--- config.mk ---
export PLATFORM = sky130hd
export DESIGN_NAME = multicycle_control_fsm
export DESIGN_NICKNAME = d
export VERILOG_FILES = /design/src/rtl/multicycle_control_fsm.sv
export SDC_FILE = /design/constraint.sdc
export NUM_CORES = 1
export LEC_CHECK = 0
export ABC_AREA = 1
export CAP_MARGIN = 20
export CORE_MARGIN = 2
export CORE_UTILIZATION = 64
export DETAILED_ROUTE_END_ITERATION = 8
export DONT_BUFFER_PORTS = 1
export PLACE_DENSITY = 0.91
export SLEW_MARGIN = 20
export SYNTH_ARGS = -nofsm -noshare
export SYNTH_HDL_FRONTEND = slang
export SYNTH_SLANG_ARGS = --single-unit
--- constraint.sdc ---
create_clock -name clk -period 2.1 [get_ports clk]
set_input_delay 0.21 -clock clk [delete_from_list [all_inputs] [get_ports clk]]
set_output_delay 0.21 -clock clk [all_outputs]
set_load 0.01 [all_outputs]
--- src/rtl/multicycle_control_fsm.sv ---
// Multicycle RV32I sequencing controller: walks each instruction through fetch/decode/execute/
// memory/writeback, drives datapath selects, watchdogs the memory handshake and counts retirements.
module multicycle_control_fsm #(
    parameter int MEM_WAIT_MAX = 15,
    parameter int CNT_W        = 32
) (
    input  logic             clk,
    input  logic             rst,
    input  logic [6:0]       Op,
    input  logic [2:0]       funct3,
    input  logic [6:0]       funct7,
    input  logic             Zero,
    input  logic             mem_ready,
    output logic             PCWrite,
    output logic             AdrSrc,
    output logic             MemWrite,
    output logic             IRWrite,
    output logic             RegWrite,
    output logic [1:0]       ResultSrc,
    output logic [1:0]       ALUSrcA,
    output logic [1:0]       ALUSrcB,
    output logic [1:0]       ImmSrc,
    output logic [2:0]       ALUControl,
    output logic             illegal_instr,
    output logic             halted,
    output logic             retire,
    output logic [CNT_W-1:0] instret
);
    localparam logic [3:0] S_FETCH    = 4'd0;
    localparam logic [3:0] S_DECODE   = 4'd1;
    localparam logic [3:0] S_MEMADR   = 4'd2;
    localparam logic [3:0] S_MEMREAD  = 4'd3;
    localparam logic [3:0] S_MEMWB    = 4'd4;
    localparam logic [3:0] S_MEMWRITE = 4'd5;
    localparam logic [3:0] S_EXECR    = 4'd6;
    localparam logic [3:0] S_EXECI    = 4'd7;
    localparam logic [3:0] S_ALUWB    = 4'd8;
    localparam logic [3:0] S_BEQ      = 4'd9;
    localparam logic [3:0] S_JAL      = 4'd10;
    localparam logic [3:0] S_TRAP     = 4'd11;
    localparam logic [3:0] S_HALT     = 4'd12;

    localparam logic [6:0] OP_LW  = 7'b0000011;
    localparam logic [6:0] OP_SW  = 7'b0100011;
    localparam logic [6:0] OP_R   = 7'b0110011;
    localparam logic [6:0] OP_I   = 7'b0010011;
    localparam logic [6:0] OP_BR  = 7'b1100011;
    localparam logic [6:0] OP_JAL = 7'b1101111;

    localparam logic [7:0] WAIT_LIMIT = 8'(MEM_WAIT_MAX - 1);

    logic [3:0]       r_state, w_next;
    logic [7:0]       r_wait_cnt, w_wait_nxt;
    logic [CNT_W-1:0] r_instret;
    logic             w_wait_state, w_timeout, w_retire, w_f3_ok;
    logic [2:0]       w_funct_alu;
    logic             w_pcwrite, w_adrsrc, w_memwrite, w_irwrite, w_regwrite, w_illegal, w_halted;
    logic [1:0]       w_result_src, w_src_a, w_src_b;
    logic [2:0]       w_alu_ctrl;
    logic             w_unused;

    assign w_unused     = ^{funct7[6], funct7[4:0]};
    assign w_f3_ok      = (funct3 == 3'b000) || (funct3 == 3'b010) ||
                          (funct3 == 3'b110) || (funct3 == 3'b111);
    assign w_wait_state = (r_state == S_FETCH) || (r_state == S_MEMREAD) || (r_state == S_MEMWRITE);
    assign w_timeout    = w_wait_state && !mem_ready && (r_wait_cnt == WAIT_LIMIT);
    assign w_retire     = (r_state == S_MEMWB) || (r_state == S_ALUWB) || (r_state == S_BEQ) ||
                          ((r_state == S_MEMWRITE) && mem_ready);

    // ALU operation for register and immediate arithmetic
    always_comb begin
        w_funct_alu = 3'b000;
        case (funct3)
            3'b000:  w_funct_alu = ((Op == OP_R) && funct7[5]) ? 3'b001 : 3'b000;
            3'b010:  w_funct_alu = 3'b101;
            3'b110:  w_funct_alu = 3'b011;
            3'b111:  w_funct_alu = 3'b010;
            default: w_funct_alu = 3'b000;
        endcase
    end

    // Immediate format follows the opcode directly
    always_comb begin
        ImmSrc = 2'b00;
        case (Op)
            OP_SW:   ImmSrc = 2'b01;
            OP_BR:   ImmSrc = 2'b10;
            OP_JAL:  ImmSrc = 2'b11;
            default: ImmSrc = 2'b00;
        endcase
    end

    // Next-state selection; a handshake timeout overrides every wait state
    always_comb begin
        w_next = r_state;
        if (w_timeout) begin
            w_next = S_HALT;
        end else begin
            case (r_state)
                S_FETCH:    w_next = mem_ready ? S_DECODE : S_FETCH;
                S_DECODE: begin
                    case (Op)
                        OP_LW, OP_SW: w_next = S_MEMADR;
                        OP_R:         w_next = w_f3_ok ? S_EXECR : S_TRAP;
                        OP_I:         w_next = w_f3_ok ? S_EXECI : S_TRAP;
                        OP_BR:        w_next = (funct3 == 3'b000) ? S_BEQ : S_TRAP;
                        OP_JAL:       w_next = S_JAL;
                        default:      w_next = S_TRAP;
                    endcase
                end
                S_MEMADR:   w_next = (Op == OP_LW) ? S_MEMREAD : S_MEMWRITE;
                S_MEMREAD:  w_next = mem_ready ? S_MEMWB : S_MEMREAD;
                S_MEMWRITE: w_next = mem_ready ? S_FETCH : S_MEMWRITE;
                S_EXECR:    w_next = S_ALUWB;
                S_EXECI:    w_next = S_ALUWB;
                S_JAL:      w_next = S_ALUWB;
                S_MEMWB:    w_next = S_FETCH;
                S_ALUWB:    w_next = S_FETCH;
                S_BEQ:      w_next = S_FETCH;
                S_TRAP:     w_next = S_FETCH;
                S_HALT:     w_next = S_HALT;
                default:    w_next = S_FETCH;
            endcase
        end
    end

    // Wait counter restarts on every state change and counts low-ready cycles
    always_comb begin
        if (w_next != r_state) begin
            w_wait_nxt = 8'd0;
        end else if (w_wait_state && !mem_ready) begin
            w_wait_nxt = r_wait_cnt + 8'd1;
        end else begin
            w_wait_nxt = r_wait_cnt;
        end
    end

    // State, watchdog and retirement counter registers
    always_ff @(posedge clk or negedge rst) begin
        if (!rst) begin
            r_state    <= S_FETCH;
            r_wait_cnt <= 8'd0;
            r_instret  <= '0;
        end else begin
            r_state    <= w_next;
            r_wait_cnt <= w_wait_nxt;
            if (w_retire) begin
                r_instret <= r_instret + CNT_W'(1);
            end else begin
                r_instret <= r_instret;
            end
        end
    end

    // Per-state datapath controls
    always_comb begin
        w_pcwrite = 1'b0; w_adrsrc = 1'b0; w_memwrite = 1'b0; w_irwrite = 1'b0;
        w_regwrite = 1'b0; w_illegal = 1'b0; w_halted = 1'b0;
        w_result_src = 2'b00; w_src_a = 2'b00; w_src_b = 2'b00; w_alu_ctrl = 3'b000;
        case (r_state)
            S_FETCH: begin
                w_src_b = 2'b10; w_result_src = 2'b10;
                w_irwrite = mem_ready; w_pcwrite = mem_ready;
            end
            S_DECODE:   begin w_src_a = 2'b01; w_src_b = 2'b01; end
            S_MEMADR:   begin w_src_a = 2'b10; w_src_b = 2'b01; end
            S_MEMREAD:  w_adrsrc = 1'b1;
            S_MEMWB:    begin w_result_src = 2'b01; w_regwrite = 1'b1; end
            S_MEMWRITE: begin w_adrsrc = 1'b1; w_memwrite = 1'b1; end
            S_EXECR:    begin w_src_a = 2'b10; w_src_b = 2'b00; w_alu_ctrl = w_funct_alu; end
            S_EXECI:    begin w_src_a = 2'b10; w_src_b = 2'b01; w_alu_ctrl = w_funct_alu; end
            S_ALUWB:    w_regwrite = 1'b1;
            S_BEQ:      begin w_src_a = 2'b10; w_alu_ctrl = 3'b001; w_pcwrite = Zero; end
            S_JAL:      begin w_src_a = 2'b01; w_src_b = 2'b10; w_pcwrite = 1'b1; end
            S_TRAP:     w_illegal = 1'b1;
            S_HALT:     w_halted = 1'b1;
            default:    w_halted = 1'b0;
        endcase
    end

    // Strobes and status are held off for as long as reset is asserted
    assign PCWrite       = rst & w_pcwrite;
    assign AdrSrc        = w_adrsrc;
    assign MemWrite      = rst & w_memwrite;
    assign IRWrite       = rst & w_irwrite;
    assign RegWrite      = rst & w_regwrite;
    assign ResultSrc     = w_result_src;
    assign ALUSrcA       = w_src_a;
    assign ALUSrcB       = w_src_b;
    assign ALUControl    = w_alu_ctrl;
    assign illegal_instr = rst & w_illegal;
    assign halted        = rst & w_halted;
    assign retire        = rst & w_retire;
    assign instret       = r_instret;
endmodule

After elaboration in Yosys (flattened, before gate mapping)
Index checks and enable logic that the tools add are counted.
{ "classes": {"n_addsub": 2, "multipliers": 0, "n_div": 0, "n_lt_le_gt_ge": 0, "eq_ne": 23, "n_shift": 0, "muxes": 26, "n_bitwise": 7, "n_reduce_logical": 25} }
{ "ops": {"columns": ["cell", "n"], "rows": [
  ["$add A32 B1 Y32 const B", 1],
  ["$pmux W4 S7", 1],
  ["$eq A4 B4 Y1 const B", 5],
  ["$pmux W4 S5", 1],
  ["$eq A4 B3 Y1 const B", 4],
  ["$mux W8", 2],
  ["$eq A7 B6 Y1 const B", 2],
  ["$eq A7 B7 Y1 const B", 2],
  ["$mux W4", 3],
  ["$pmux W2 S2", 3],
  ["$pmux W3 S4", 1],
  ["$reduce_or A2 Y1", 6],
  ["$mux W3", 3],
  ["$add A8 B1 Y8 const B", 1],
  ["$eq A4 B2 Y1 const B", 2],
  ["$eq A8 B4 Y1 const B", 1],
  ["$logic_or A1 B1 Y1", 8],
  ["$mux W1", 8],
  ["$and A1 B1 Y1", 7],
  ["$eq A7 B2 Y1 const B", 1],
  ["$eq A7 B5 Y1 const B", 1],
  ["$eq A3 B3 Y1 const B", 2],
  ["$pmux W2 S3", 1],
  ["$pmux W3 S2", 1],
  ["other kinds (12)", 16]
]} }
{ "totals": {"regBits": 44, "latchBits": 0, "ramBits": 0, "romBits": 0, "in_bits": 21, "output_inout_bits": 51, "wordCells": 86, "memories": 0} }

Longest topological paths before layout
{ "logic_depth": {"depth_word": 10, "mapped_depth": 13, "mapped_depth_nobuf": 13} }

Least setup slack after synthesis
OpenSTA, ideal clock, no wires.
{ "synth_timing": {"path_type": "reg2reg", "startpoint": "reg r_instret[0], in the netlist instret[0]", "endpoint": "reg r_instret[22], in the netlist instret[22]", "arrival_ns": 1.624, "t_required_ns": 1.983, "slack_ns": 0.359, "stages_incl_launch_ff": 12, "path_buffers": 0, "cell_sequence": "dfrtp_1 -> ha_1 -> inv_1 -> nor2_1 -> and2_1 -> nand2_1 -> nor2_2 -> nand2_1 -> nor2_2 -> nand2_1 -> nand2_1 -> nand2_1"} }
{ "synth_via": {"elab_chain_len": 1} }
{ "synth_lines": {"columns": ["element", "line", "rtl"], "rows": [
  ["start, declared", "54", "logic [CNT_W-1:0] r_instret;"],
  ["start signal, assigned", "148", "r_instret <= r_instret + CNT_W'(1);"],
  ["start signal, assigned", "150", "r_instret <= r_instret;"],
  ["$add A32 B1 Y32", "148", null]
]} }
No other way between the ends.
A chain may end at the register's enable or synchronous reset.

Worst setup path in the final report
{ "layout_timing": {"startpoint": "reg r_state[3]", "endpoint": "out retire"} }
{ "layout_via": {"elab_chain_len": 5, "word_cells_on_any_way": 9} }
{ "layout_lines": {"columns": ["element", "line", "rtl"], "rows": [
  ["start, declared", "52", "logic [3:0] r_state, w_next;"],
  ["start signal, assigned", "145", "r_state <= w_next;"],
  ["$eq A4 B3 Y1 or $eq A4 B4 Y1 (tied branches)", "67", "assign w_retire = (r_state == S_MEMWB) || (r_state == S_ALUWB) || (r_state == S_BEQ) ||"],
  ["$logic_or A1 B1 Y1 (2 in a row)", "67", null],
  ["$logic_or A1 B1 Y1 *", "67", null],
  ["$and A1 B1 Y1 *", "193", "assign retire = rst & w_retire;"],
  ["end, declared", "26", "output logic retire,"]
]} }
Mark *: on every way between the ends. The rest lies on a longest branch, timed or not.

==> summary.txt <==
Run status
  • Outcome: complete, no violations

Critical path
  • Required time at the endpoint of the critical path: 1890 ps
  • Crit path arrival time: 1750 ps
  • Most Frequent Cell on Critical Path: sky130_fd_sc_hd__nand2_1
  • Worst path slowest cell: sky130_fd_sc_hd__dfrtp_1
  • Type of the worst setup path: reg2out
  • Critical Path Max Stage Delay: 480 ps
  • Critical path capture point: retire
  • Reg-to-Reg Start: instret[1]
  • Largest fanout of any net on the critical path: 22
  • Source of the critical timing path: r_state[3]
  • Kind of end point of the critical path: output port
  • Startpoint kind of the worst setup timing path: flip-flop
  • Cell chain of the critical path: inv_2 -> nor2_2 -> nand2_1 -> nand3_4 -> buf_6 -> nand2_1 -> inv_1
  • Largest delay contributor family on the critical path: simple AND/OR/NAND/NOR gates
  • Destination of the worst register-to-register timing path: instret[22]
  • Total stage count of the critical path: 7
  • Worst path bufs/invs: 3
  • Reg2reg path depth: 11
  • Minimum setup slack among reg-to-reg paths: 180 ps

Flow run
  • Max-cap violations: 0

Floorplan
  • Number of placed I/O pins: 72
  • Area of the die: 5190 µm²
  • Starting Density: 0.671
  • Core area: 4410 µm²
  • Standard-cell rows: 24
  • Die Y: 72.0 µm
  • Chip width: 72.0 µm

Timing
  • Max-slew violation total from the final report: 0
  • Total negative setup slack: 0 ps
  • Crit path time final: 1960 ps
  • Final critical-path setup slack: 143 ps
  • Number of setup violations in the final report: 0
  • Slew of the pin with the lowest slew margin: 580 ps
  • Max frequency: 511 MHz
  • Slew HR: 0.609
  • Setup repair after global routing missed its margin: no
  • Final critical-path share of the clock period: 0.932
  • Total count of hold-check failures in the final report: 0
  • Final clock skew: 5.57 ps

Clock network
  • CTS clk-pin slew, worst paths: 80 ps
  • Largest buffer count on any clock path: 2
  • # H-tree levels: 2
  • Clock tree root driver cell: sky130_fd_sc_hd__clkbuf_8
  • Number of clock sinks: 44
  • Clock buffers created by TritonCTS: 5
  • TritonCTS clock tree: yes
  • Later-pin clock latency in the skew report: 300 ps

Finish
  • Fillcell total: 362
  • Number of nets in the finished design: 452
  • Number of antenna cells inserted: 0
  • Final Cell Area: 3190 µm²
  • Layout area overhead: 7.69%
  • Layout cell share with drive strength beyond 1: 0.0956

Global routing
  • Overall overflow remaining after global route: 0
  • Global-route wire length before repair: 10.9 mm
  • Largest net degree at the start of global routing: 45
  • Combined global-route utilization of all metal layers: 0.266
  • Vias in the first global route: 2503
  • Antenna violations before repair: 0

Synthesis
  • Syn nets: 442
  • Number of standard cells after synthesis: 418
  • Share of flip-flops with an asynchronous set or reset: 1.00
  • Average cell area after synthesis: 7.09 µm²
  • Dominant synthesized flop cell: sky130_fd_sc_hd__dfrtp_1
  • Flop and latch count out of synthesis: 44
  • Post-synth EDFFs: 0
  • Number of distinct library cells after synthesis: 29
  • Sequential cell area fraction in the yosys report: 0.372
  • Synth Cell Area: 2960 µm²
  • Synth Warn #: 0

Pwr
  • Leakage: 1.52 nW
  • Power, Total: 2.98 mW
  • Maximum VDD drop: 0.000644 V
  • Power per cell area: 933 nW/µm²

Min path
  • Path type of the worst min-delay path: in2reg

Drt
  • Post-route DRC violation count: 0
  • Number of vias per cell after detailed routing: 5.57
  • WL met2: 3.14 mm
  • First DRT Iteration DRCs: 220
  • Highest routed layer: met4
  • Vias: 2681
  • Final ANT Viol Nets: 0
  • Met1 wire length: 2.80 mm
  • Metal3 WL: 481 µm
  • Total wire length: 6.63 mm
  • Router iterations before antenna repair: 5
  • Detailed-route wire length per cell: 13.8 µm

Placed design
  • Detailed placement HPWL: 4.99 mm
  • Port-buffer cells: 0
  • Cell area after placement: 3040 µm²
  • Worst setup timing slack at the placement stage: 170 ps
  • Routability-driven placement congestion ratio: 0.919
Yosys cell counts, types with 3 or more instances:
cell / count / area, µm²
sky130_fd_sc_hd__nand2_1: 108 / 405
sky130_fd_sc_hd__inv_1: 58 / 218
sky130_fd_sc_hd__nor2_1: 56 / 210
sky130_fd_sc_hd__dfrtp_1: 44 / 1100
sky130_fd_sc_hd__xor2_1: 28 / 245
sky130_fd_sc_hd__nor3_1: 24 / 120
sky130_fd_sc_hd__nand3_1: 20 / 100
sky130_fd_sc_hd__nand4_1: 18 / 113
sky130_fd_sc_hd__o21ai_0: 12 / 60.1
sky130_fd_sc_hd__nor2_2: 10 / 62.6
sky130_fd_sc_hd__xnor2_1: 6 / 52.6
sky130_fd_sc_hd__o21ai_1: 4 / 20.0
sky130_fd_sc_hd__ha_1: 3 / 37.5
sky130_fd_sc_hd__inv_2: 3 / 11.3
sky130_fd_sc_hd__mux2_2: 3 / 33.8
sky130_fd_sc_hd__nor4_1: 3 / 18.8
logic make-up after synthesis:
family                   synth area share
buffers and inverters              0.0820
multiplexers                       0.0114
XOR/XNOR                            0.101
flip-flops                          0.372
adder cells (fa/ha/maj)            0.0127
AND/OR/NAND/NOR                     0.385
AO/OA/AOI/OAI                      0.0363
worst min path at each step:
stage	from	endpoint	depth (start not counted)
6_report	Op[4]	r_state[3]	4
5_1_grt	Op[4]	r_state[3]	4
4_1_cts	Op[4]	r_state[3]	4
3_5_place_dp	rst	r_wait_cnt[6]	0
3_3_place_gp	rst	instret[31]	0
2_1_floorplan	rst	instret[0]	0
stage by stage:
| step | hold WS [ps] | cells | util |
|---|---|---|---|
| global route | 260 | 481 | 0.723 |
| floorplan | -85.6 | 418 | - |
| finish | 198 | 481 | 0.723 |
| detailed placement | -84.6 | 471 | 0.689 |
| global placement | -84.5 | 471 | 0.689 |
| CTS | 198 | 481 | 0.717 |
final cells by class:
class                      instances  area, µm²  area share
clock buffer                       6       82.6      0.0259
sequential                        44       1100       0.346
multi-input combinational        310       1640       0.513
clock inverter                     2       10.0     0.00314
inverter                          61        229      0.0718
timing repair buffer               6       63.8      0.0200
tap                               52       65.1      0.0204
flip-flops by register name, indices dropped and copies added (netlist names):
| register | cells |
|---|---|
| r_state | 4 |
| instret | 32 |
| r_wait_cnt | 8 |
cells in the final DEF (no fill, tap or decap), types with 2 or more instances in the layout:
master,instances
sky130_fd_sc_hd__nand2_1,108
sky130_fd_sc_hd__inv_1,58
sky130_fd_sc_hd__nor2_1,56
sky130_fd_sc_hd__dfrtp_1,42
sky130_fd_sc_hd__xor2_1,28
sky130_fd_sc_hd__nor3_1,24
sky130_fd_sc_hd__nand3_1,20
sky130_fd_sc_hd__nand4_1,18
sky130_fd_sc_hd__o21ai_0,12
sky130_fd_sc_hd__nor2_2,9
sky130_fd_sc_hd__xnor2_1,6
sky130_fd_sc_hd__clkbuf_8,6
sky130_fd_sc_hd__inv_2,3
sky130_fd_sc_hd__nand3_4,3
sky130_fd_sc_hd__o21ai_1,3
sky130_fd_sc_hd__nor4_1,3
sky130_fd_sc_hd__mux2_2,3
sky130_fd_sc_hd__ha_1,3
sky130_fd_sc_hd__buf_4,3
sky130_fd_sc_hd__nor2_4,2
sky130_fd_sc_hd__nand2_2,2
sky130_fd_sc_hd__nand3b_1,2
sky130_fd_sc_hd__clkinv_2,2
sky130_fd_sc_hd__dfrtp_2,2
tightest hold or removal path, cell delays in order:
cell and delay [ps]:
sky130_fd_sc_hd__nand2_1 30, sky130_fd_sc_hd__nand2_1 60, sky130_fd_sc_hd__nand2_1 60, sky130_fd_sc_hd__nand3_1 100
power breakdown:
part | internal [mW] | switching [mW] | total [mW]
logic | 0.413 | 0.917 | 1.33
registers | 0.950 | 0.155 | 1.11
clock network | 0.262 | 0.279 | 0.541
routing by layer:
| layer | up-vias | global-route usage |
|---|---|---|
| li1 | 1359 | - |
| met1 | 1199 | 0.345 |
| met2 | 99 | 0.442 |
| met3 | 24 | 0.0639 |
| met4 | 0 | 0.0901 |
| met5 | - | 0 |
repair_timing:
action | in CTS | in global routing
resized for setup | 0 | 7
hold buffers | 2 | 0
endpoints found under the hold margin | 44 | 0
buffers inserted | 0 | 0
setup endpoints to repair | 0 | 4
Note: power is estimated with default switching activity, not from simulation.
